**src/rtl/multicycle_control_fsm_pkg.sv**
```systemverilog
// Shared encodings for the multi-cycle MIPS controller: opcodes, ALU_Control codes,
// controller state numbers and datapath mux selects.
package multicycle_control_fsm_pkg;

    localparam logic [5:0] OP_RTYPE = 6'h00;
    localparam logic [5:0] OP_J     = 6'h02;
    localparam logic [5:0] OP_JAL   = 6'h03;
    localparam logic [5:0] OP_BEQ   = 6'h04;
    localparam logic [5:0] OP_BNE   = 6'h05;
    localparam logic [5:0] OP_ADDI  = 6'h08;
    localparam logic [5:0] OP_ANDI  = 6'h0C;
    localparam logic [5:0] OP_ORI   = 6'h0D;
    localparam logic [5:0] OP_LUI   = 6'h0F;
    localparam logic [5:0] OP_LW    = 6'h23;
    localparam logic [5:0] OP_SW    = 6'h2B;

    localparam logic [3:0] ALU_ADD   = 4'b0000;
    localparam logic [3:0] ALU_ORI   = 4'b0001;
    localparam logic [3:0] ALU_LUI   = 4'b0010;
    localparam logic [3:0] ALU_ANDI  = 4'b0011;
    localparam logic [3:0] ALU_LW    = 4'b0100;
    localparam logic [3:0] ALU_SW    = 4'b0101;
    localparam logic [3:0] ALU_BEQ   = 4'b0110;
    localparam logic [3:0] ALU_BNE   = 4'b0111;
    localparam logic [3:0] ALU_J     = 4'b1000;
    localparam logic [3:0] ALU_JAL   = 4'b1001;
    localparam logic [3:0] ALU_RTYPE = 4'b1111;

    localparam logic [3:0] S_FETCH     = 4'd0;
    localparam logic [3:0] S_DECODE    = 4'd1;
    localparam logic [3:0] S_EXEC_R    = 4'd2;
    localparam logic [3:0] S_EXEC_I    = 4'd3;
    localparam logic [3:0] S_ALU_WB    = 4'd4;
    localparam logic [3:0] S_MEM_ADDR  = 4'd5;
    localparam logic [3:0] S_MEM_READ  = 4'd6;
    localparam logic [3:0] S_MEM_WB    = 4'd7;
    localparam logic [3:0] S_MEM_WRITE = 4'd8;
    localparam logic [3:0] S_BRANCH    = 4'd9;
    localparam logic [3:0] S_JUMP      = 4'd10;
    localparam logic [3:0] S_JAL_LINK  = 4'd11;
    localparam logic [3:0] S_JR        = 4'd12;
    localparam logic [3:0] S_TRAP      = 4'd13;

    localparam logic [1:0] PCSRC_ALU    = 2'd0;
    localparam logic [1:0] PCSRC_ALUOUT = 2'd1;
    localparam logic [1:0] PCSRC_JUMP   = 2'd2;
    localparam logic [1:0] PCSRC_RS     = 2'd3;

    localparam logic [1:0] REGDST_RT = 2'd0;
    localparam logic [1:0] REGDST_RD = 2'd1;
    localparam logic [1:0] REGDST_RA = 2'd2;

    localparam logic [1:0] M2R_ALUOUT = 2'd0;
    localparam logic [1:0] M2R_MDR    = 2'd1;
    localparam logic [1:0] M2R_PC     = 2'd2;

    localparam logic       SRCA_PC = 1'b0;
    localparam logic       SRCA_RS = 1'b1;

    localparam logic [1:0] SRCB_RT      = 2'd0;
    localparam logic [1:0] SRCB_FOUR    = 2'd1;
    localparam logic [1:0] SRCB_IMM     = 2'd2;
    localparam logic [1:0] SRCB_IMM_SL2 = 2'd3;

    typedef enum logic [2:0] {
        CLS_R,
        CLS_IMM,
        CLS_LOAD,
        CLS_STORE,
        CLS_BRANCH,
        CLS_JUMP,
        CLS_JAL,
        CLS_ILLEGAL
    } op_class_e;

    typedef struct packed {
        logic       mem_req;
        logic       mem_we;
        logic       iord;
        logic       ir_write;
        logic       pc_write;
        logic       pc_write_cond;
        logic       branch_ne;
        logic [1:0] pc_source;
        logic       reg_write;
        logic [1:0] reg_dst;
        logic [1:0] mem_to_reg;
        logic       alu_src_a;
        logic [1:0] alu_src_b;
        logic [3:0] alu_op;
        logic       error;
    } ctrl_t;

    function automatic op_class_e classify(input logic [5:0] op);
        case (op)
            OP_RTYPE:                        return CLS_R;
            OP_ADDI, OP_ANDI, OP_ORI, OP_LUI: return CLS_IMM;
            OP_LW:                           return CLS_LOAD;
            OP_SW:                           return CLS_STORE;
            OP_BEQ, OP_BNE:                  return CLS_BRANCH;
            OP_J:                            return CLS_JUMP;
            OP_JAL:                          return CLS_JAL;
            default:                         return CLS_ILLEGAL;
        endcase
    endfunction

    function automatic logic [3:0] imm_alu_op(input logic [5:0] op);
        case (op)
            OP_ORI:  return ALU_ORI;
            OP_LUI:  return ALU_LUI;
            OP_ANDI: return ALU_ANDI;
            default: return ALU_ADD;
        endcase
    endfunction

    function automatic logic is_mem_state(input logic [3:0] s);
        return (s == S_FETCH) || (s == S_MEM_READ) || (s == S_MEM_WRITE);
    endfunction

endpackage

```
**src/rtl/multicycle_control_fsm_mem_wait_timer.sv**
```systemverilog
// Counts consecutive cycles a memory access has been stalled and flags the cycle on which
// the stall reaches MEM_TIMEOUT.
module mem_wait_timer #(
    parameter int unsigned MEM_TIMEOUT = 15
) (
    input  logic clk,
    input  logic reset,
    input  logic waiting_i,
    output logic expired_o
);

    localparam logic [7:0] LIMIT = 8'(MEM_TIMEOUT - 1);

    logic [7:0] cnt_q, cnt_d;

    // Any cycle not spent waiting zeroes the count, so every memory state is entered at 0.
    always_comb begin
        cnt_d = '0;
        if (waiting_i) begin
            cnt_d = cnt_q + 8'd1;
        end
    end

    always_ff @(posedge clk or posedge reset) begin
        if (reset) begin
            cnt_q <= '0;
        end else begin
            cnt_q <= cnt_d;
        end
    end

    assign expired_o = waiting_i && (cnt_q == LIMIT);

endmodule

```
**src/rtl/multicycle_control_fsm.sv**
```systemverilog
// Multi-cycle MIPS sequencing controller: fetch/decode/execute/memory/writeback with a
// req/ready memory handshake, stall timeout and sticky trap on illegal opcode or timeout.
module multicycle_control_fsm
    import multicycle_control_fsm_pkg::*;
#(
    parameter int unsigned MEM_TIMEOUT = 15
) (
    input  logic       clk,
    input  logic       reset,
    input  logic [5:0] opcode_i,
    input  logic       jump_register_i,
    input  logic       zero_i,
    input  logic       mem_ready_i,
    output logic       mem_req_o,
    output logic       mem_we_o,
    output logic       iord_o,
    output logic       ir_write_o,
    output logic       pc_write_o,
    output logic       pc_write_cond_o,
    output logic       branch_ne_o,
    output logic [1:0] pc_source_o,
    output logic       reg_write_o,
    output logic [1:0] reg_dst_o,
    output logic [1:0] mem_to_reg_o,
    output logic       alu_src_a_o,
    output logic [1:0] alu_src_b_o,
    output logic [3:0] alu_op_o,
    output logic [3:0] state_o,
    output logic       error_o
);

    logic [3:0] state_q, state_d;
    logic       waiting;
    logic       timed_out;
    op_class_e  op_class;
    ctrl_t      ctrl;

    // The branch decision itself is made in the datapath from pc_write_cond/branch_ne.
    logic unused_zero;
    assign unused_zero = zero_i;

    assign op_class = classify(opcode_i);
    assign waiting  = is_mem_state(state_q) && !mem_ready_i;

    mem_wait_timer #(
        .MEM_TIMEOUT(MEM_TIMEOUT)
    ) u_mem_wait_timer (
        .clk      (clk),
        .reset    (reset),
        .waiting_i(waiting),
        .expired_o(timed_out)
    );

    always_comb begin
        state_d = state_q;
        case (state_q)
            S_FETCH: begin
                if (mem_ready_i)    state_d = S_DECODE;
                else if (timed_out) state_d = S_TRAP;
            end
            S_DECODE: begin
                case (op_class)
                    CLS_R:              state_d = jump_register_i ? S_JR : S_EXEC_R;
                    CLS_IMM:            state_d = S_EXEC_I;
                    CLS_LOAD, CLS_STORE: state_d = S_MEM_ADDR;
                    CLS_BRANCH:         state_d = S_BRANCH;
                    CLS_JUMP:           state_d = S_JUMP;
                    CLS_JAL:            state_d = S_JAL_LINK;
                    default:            state_d = S_TRAP;
                endcase
            end
            S_EXEC_R, S_EXEC_I: state_d = S_ALU_WB;
            S_MEM_ADDR:         state_d = (op_class == CLS_STORE) ? S_MEM_WRITE : S_MEM_READ;
            S_MEM_READ: begin
                if (mem_ready_i)    state_d = S_MEM_WB;
                else if (timed_out) state_d = S_TRAP;
            end
            S_MEM_WRITE: begin
                if (mem_ready_i)    state_d = S_FETCH;
                else if (timed_out) state_d = S_TRAP;
            end
            S_ALU_WB, S_MEM_WB, S_BRANCH, S_JUMP, S_JAL_LINK, S_JR: state_d = S_FETCH;
            S_TRAP:  state_d = S_TRAP;
            default: state_d = S_TRAP;
        endcase
    end

    always_ff @(posedge clk or posedge reset) begin
        if (reset) begin
            state_q <= S_FETCH;
        end else begin
            state_q <= state_d;
        end
    end

    always_comb begin
        ctrl = '0;
        case (state_q)
            S_FETCH: begin
                ctrl.mem_req   = 1'b1;
                ctrl.iord      = 1'b0;
                ctrl.alu_src_a = SRCA_PC;
                ctrl.alu_src_b = SRCB_FOUR;
                ctrl.alu_op    = ALU_ADD;
                ctrl.ir_write  = mem_ready_i;
                ctrl.pc_write  = mem_ready_i;
                ctrl.pc_source = PCSRC_ALU;
            end
            S_DECODE: begin
                ctrl.alu_src_a = SRCA_PC;
                ctrl.alu_src_b = SRCB_IMM_SL2;
                ctrl.alu_op    = ALU_ADD;
            end
            S_EXEC_R: begin
                ctrl.alu_src_a = SRCA_RS;
                ctrl.alu_src_b = SRCB_RT;
                ctrl.alu_op    = ALU_RTYPE;
            end
            S_EXEC_I: begin
                ctrl.alu_src_a = SRCA_RS;
                ctrl.alu_src_b = SRCB_IMM;
                ctrl.alu_op    = imm_alu_op(opcode_i);
            end
            S_ALU_WB: begin
                ctrl.reg_write  = 1'b1;
                ctrl.reg_dst    = (op_class == CLS_R) ? REGDST_RD : REGDST_RT;
                ctrl.mem_to_reg = M2R_ALUOUT;
            end
            S_MEM_ADDR: begin
                ctrl.alu_src_a = SRCA_RS;
                ctrl.alu_src_b = SRCB_IMM;
                ctrl.alu_op    = (op_class == CLS_STORE) ? ALU_SW : ALU_LW;
            end
            S_MEM_READ: begin
                ctrl.mem_req = 1'b1;
                ctrl.iord    = 1'b1;
            end
            S_MEM_WB: begin
                ctrl.reg_write  = 1'b1;
                ctrl.reg_dst    = REGDST_RT;
                ctrl.mem_to_reg = M2R_MDR;
            end
            S_MEM_WRITE: begin
                ctrl.mem_req = 1'b1;
                ctrl.mem_we  = 1'b1;
                ctrl.iord    = 1'b1;
            end
            S_BRANCH: begin
                ctrl.alu_src_a     = SRCA_RS;
                ctrl.alu_src_b     = SRCB_RT;
                ctrl.alu_op        = (opcode_i == OP_BNE) ? ALU_BNE : ALU_BEQ;
                ctrl.pc_write_cond = 1'b1;
                ctrl.pc_source     = PCSRC_ALUOUT;
                ctrl.branch_ne     = (opcode_i == OP_BNE);
            end
            S_JUMP: begin
                ctrl.pc_write  = 1'b1;
                ctrl.pc_source = PCSRC_JUMP;
                ctrl.alu_op    = ALU_J;
            end
            S_JAL_LINK: begin
                ctrl.reg_write  = 1'b1;
                ctrl.reg_dst    = REGDST_RA;
                ctrl.mem_to_reg = M2R_PC;
                ctrl.pc_write   = 1'b1;
                ctrl.pc_source  = PCSRC_JUMP;
                ctrl.alu_op     = ALU_JAL;
            end
            S_JR: begin
                ctrl.pc_write  = 1'b1;
                ctrl.pc_source = PCSRC_RS;
                ctrl.alu_op    = ALU_RTYPE;
            end
            S_TRAP:  ctrl.error = 1'b1;
            default: ctrl.error = 1'b1;
        endcase
        // Reset must silence FETCH's request immediately, not at the next edge.
        if (reset) begin
            ctrl = '0;
        end
    end

    assign mem_req_o       = ctrl.mem_req;
    assign mem_we_o        = ctrl.mem_we;
    assign iord_o          = ctrl.iord;
    assign ir_write_o      = ctrl.ir_write;
    assign pc_write_o      = ctrl.pc_write;
    assign pc_write_cond_o = ctrl.pc_write_cond;
    assign branch_ne_o     = ctrl.branch_ne;
    assign pc_source_o     = ctrl.pc_source;
    assign reg_write_o     = ctrl.reg_write;
    assign reg_dst_o       = ctrl.reg_dst;
    assign mem_to_reg_o    = ctrl.mem_to_reg;
    assign alu_src_a_o     = ctrl.alu_src_a;
    assign alu_src_b_o     = ctrl.alu_src_b;
    assign alu_op_o        = ctrl.alu_op;
    assign state_o         = state_q;
    assign error_o         = ctrl.error;

endmodule

```
**config.mk**
```make
export PLATFORM = sky130hd
export DESIGN_NAME = multicycle_control_fsm
export DESIGN_NICKNAME = d
export VERILOG_FILES = /design/src/rtl/multicycle_control_fsm_pkg.sv /design/src/rtl/multicycle_control_fsm_mem_wait_timer.sv /design/src/rtl/multicycle_control_fsm.sv
export SDC_FILE = /design/constraint.sdc
export NUM_CORES = 1
export LEC_CHECK = 0
export CORE_UTILIZATION = 50
export DETAILED_ROUTE_END_ITERATION = 10
export GPL_TIMING_DRIVEN = 0
export PLACE_DENSITY = 0.95
export RECOVER_POWER = 100
export SKIP_LAST_GASP = 1
export SLEW_MARGIN = 20
export SYNTH_ARGS = -nofsm -noshare
export SYNTH_HDL_FRONTEND = slang
export SYNTH_SLANG_ARGS = --single-unit
```
**constraint.sdc**
```tcl
create_clock -name clk -period 3.59 [get_ports clk]
set_input_delay 0.359 -clock clk [delete_from_list [all_inputs] [get_ports clk]]
set_output_delay 0.359 -clock clk [all_outputs]
set_load 0.02 [all_outputs]
```
==> summary.md <==
| Metric | Value |
|---|---|
| Status | complete, no violations |
| Layout area overhead | 32.95% |
| Hold Buf Count CTS | 0 |
| Worst Tran Pin Value | ~0.55 ns |
| Worst Skew | 0.006915 ns |
| Post-synth ARST share | 1.000 |
| Number of flops mapped to enable cells by yosys | 0 |
| Syn_area_per_cell | between 7 and 8 um^2 |
| Vias post-DR | between 1k and 1.5k |
| Die X | roughly 51 um |
| Setup crit end | reg_dst_o[1] |
| CTS clk-pin slew, worst paths | 0.08 ns |
| Origin of the critical flop-to-flop path | state_o[2] |
| Crit end category | output pin |
| First-pass GRT wire length | approximately 5.6 mm |
| R2R cell count | 7 |
| Synth unique cells | 45 |
| Maxcap violations | 0 |
| Detail Placement HPWL | about 2.6 mm |
| Synth Instances | ~170 |
| Largest net degree at the start of global routing | 16 |
| I/O pins | 37 |
| Fin. Hold Viols | 0 |
| Final net count | 219 |
| Max-slew headroom | 0.6325 |
| DR iter-0 viols | 54 |
| Data arrival, critical path | 2.78 ns |
| Worst min path class | register to register |
| Tcrit/Tclk final | 0.8742 |
| Warnings from Yosys | 0 |
| Final setup fails | 0 |
| Ys flop type | dfrtp_1 |
| Post-synth top area share | 0.2487 |
| Setup total negative slack | 0 ns |
| CTS tree | yes |
| Layout cells sized above 1 | 0.05366 |
| Crit path launch type | register |
| CTS H-Tree Depth | 1 |
| Crit path from | state_o[3] |
| Die height | around 51 um |
| DRC errors left | 0 |
| Req. time, crit path | around 3.2 ns |
| Placeable Area | around 2300 um^2 |
| Post-layout instance area | approximately 1600 um^2 |
| Initial antenna violation count | 0 |
| Sequential area share after synthesis | 0.2487 |
| Vias in the first global route | roughly 1.2k |
| Row cnt | 17 |
| IO Port Bufs | 34 |
| Post-Syn Area | about 1200 um^2 |
| VDD IR max | 386.8 uV |
| Lkg Pwr | between 0.6 and 0.7 nW |
| Post-CTS Resized | 0 |
| RR Endpoint | state_o[2] |
| Total grt overflow | 0 |
| Gpl congestion | 0.8950 |
| Hold Crit Depth | 1 |
| Yosys reg bits | 12 |
| Number of CTS-inserted buffers | 3 |
| Clock sink count | 12 |
| Pwr Density | roughly 650 nW/um^2 |
| RSZ-0062 raised after global routing | no |
| Setup slack, reg-to-reg | between 1 and 1.5 ns |
| Top post-synthesis cells by area | dfrtp_1 25%, nor2_1 7.8%, nand2_1 5.9%, xor2_1 5.1%, a21oi_1 4.1% |
| FMAX | between 300 and 400 MHz |
| Hold Slack | 0.5339 ns |
| Root Driver | clkbuf_4 |
| Router iterations before antenna repair | 4 |
| Area of the die | 2615 um^2 |
| Worst-Skew Late Latency | about 0.28 ns |
| Fillers | 197 |
| WL final | between 3 and 4 mm |
| Area leader, netlist | dfrtp_1 |
| Crit Path Category | register to output pin |
| Antenna Nets Post-Route | 0 |
| Setup bufs post-CTS | 0 |
| CP max FO | 10 |
| Vias/cell | roughly 6.0 |
| Starting Density | 0.5355 |
| Min Tclk post-route | approximately 3.1 ns |
| Max clock buf depth | 2 |
| Area after DPL | 1583 um^2 |
| Drt wl/cell | 14.53 um |
| GRT Total Usage | 0.2888 |
| N_diodes | 0 |
| Max-slew violations | 0 |
| Post-synthesis net count | 180 |
## stage by stage
step                      instances    util  setup WS [ns]  power [mW]
after detailed placement        229  0.7020         0.5895      0.9605
after floorplan                 167       -          1.303      0.7074
after CTS                       233  0.7181         0.5583       1.072
final                           233  0.7120         0.4516       1.037
after global routing            233  0.7120         0.3062       1.116
after global placement          229  0.7020         0.6482      0.9373
## cells in the mapped netlist (all sizes together) (2+ instances only)
library cell / count
a221o: 2
nor3b: 2
nor2: 25
a21oi: 10
nor2b: 4
and4: 2
nand2b: 2
or3: 3
a31oi: 2
a2bb2oi: 2
xnor2: 3
nand4: 4
buf: 4
nor3: 9
nand3: 5
nand4b: 2
inv: 5
a211oi: 3
xor2: 7
o21ai: 5
nand2: 19
ha: 2
dfrtp: 12
and2: 2
a311oi: 2
clkbuf: 9
or2: 6
## layout by cell type (no fill, tap or decap), types with 2 or more instances in the layout
cell type and n:
dlygate4sd3_1 27, nor2_1 25, nand2_1 19, dfrtp_1 12, clkbuf_1 11, a21oi_1 10, nor3_1 9, xor2_1 7
clkdlybuf4s50_1 7, inv_1 5, o21ai_0 5, nand3_1 5, nand4_1 4, nor2b_1 4, or2_2 4, a211oi_1 3
xnor2_1 3, or3_1 3, clkbuf_4 3, or2_0 2, and2_1 2, nor3b_1 2, nand4b_1 2, a311oi_1 2
a221o_1 2, and4_1 2, nand2b_1 2, a31oi_1 2, a2bb2oi_1 2, ha_1 2
## cells by family (layout without fill, tap and decap cells)
kind of cell / Yosys count / in the layout / share of synthesized area
buffers and inverters: 18 / 56 / 0.07254
xor gates and xnor gates: 10 / 10 / 0.07254
AOI/OAI and AO/OA: 36 / 36 / 0.2083
muxes: 1 / 1 / 0.008290
DFF: 12 / 12 / 0.2487
adders and majority gates: 2 / 2 / 0.02072
and+or+nand+nor: 88 / 88 / 0.3689
## layout make-up
type                            instances  area (um^2)  area share
Buffer                                 13        60.06     0.03741
Clock buffer                            4        36.28     0.02260
Inverter                                5        18.77     0.01169
Multi-Input combinational cell        137        814.5      0.5074
Sequential cell                        12        300.3      0.1871
Tap cell                               28        35.03     0.02182
Timing Repair Buffer                   34        340.3      0.2120
## critical path: stages (launching register included)
cell and delay (ns):
dfrtp_1 0.43, clkbuf_1 0.41, inv_1 0.25, or3_1 0.48, nor2_1 0.15, buf_4 0.12, dlygate4sd3_1 0.66
## worst min-delay path by stage
stage	from	to	slack, ns
6_report	u_mem_wait_timer.cnt_q[0]	u_mem_wait_timer.cnt_q[0]	0.53
2_1_floorplan	reset	state_o[0]	0.25
5_1_grt	u_mem_wait_timer.cnt_q[0]	u_mem_wait_timer.cnt_q[0]	0.59
3_3_place_gp	u_mem_wait_timer.cnt_q[0]	u_mem_wait_timer.cnt_q[0]	0.49
3_5_place_dp	u_mem_wait_timer.cnt_q[0]	u_mem_wait_timer.cnt_q[0]	0.52
4_1_cts	reset	state_o[2]	0.48
## where the power goes
part | internal (mW) | switching, mW
clock | 0.0618 | 0.0464
sequential | 0.163 | 0.0292
combinational | 0.284 | 0.453
## flip-flops by register name, summed over array words and instances, names as in the netlist
register and cells:
state_o 4, u_mem_wait_timer.cnt_q 8
## routing by layer
metal	vias up	GRT usage	wire, um
li1	675	-	-
met1	657	0.3517	1483
met2	52	0.5022	1675
met3	9	0.05952	163
met4	0	0.09259	63
met5	-	0	0
Note: power is estimated with default switching activity, not from simulation.
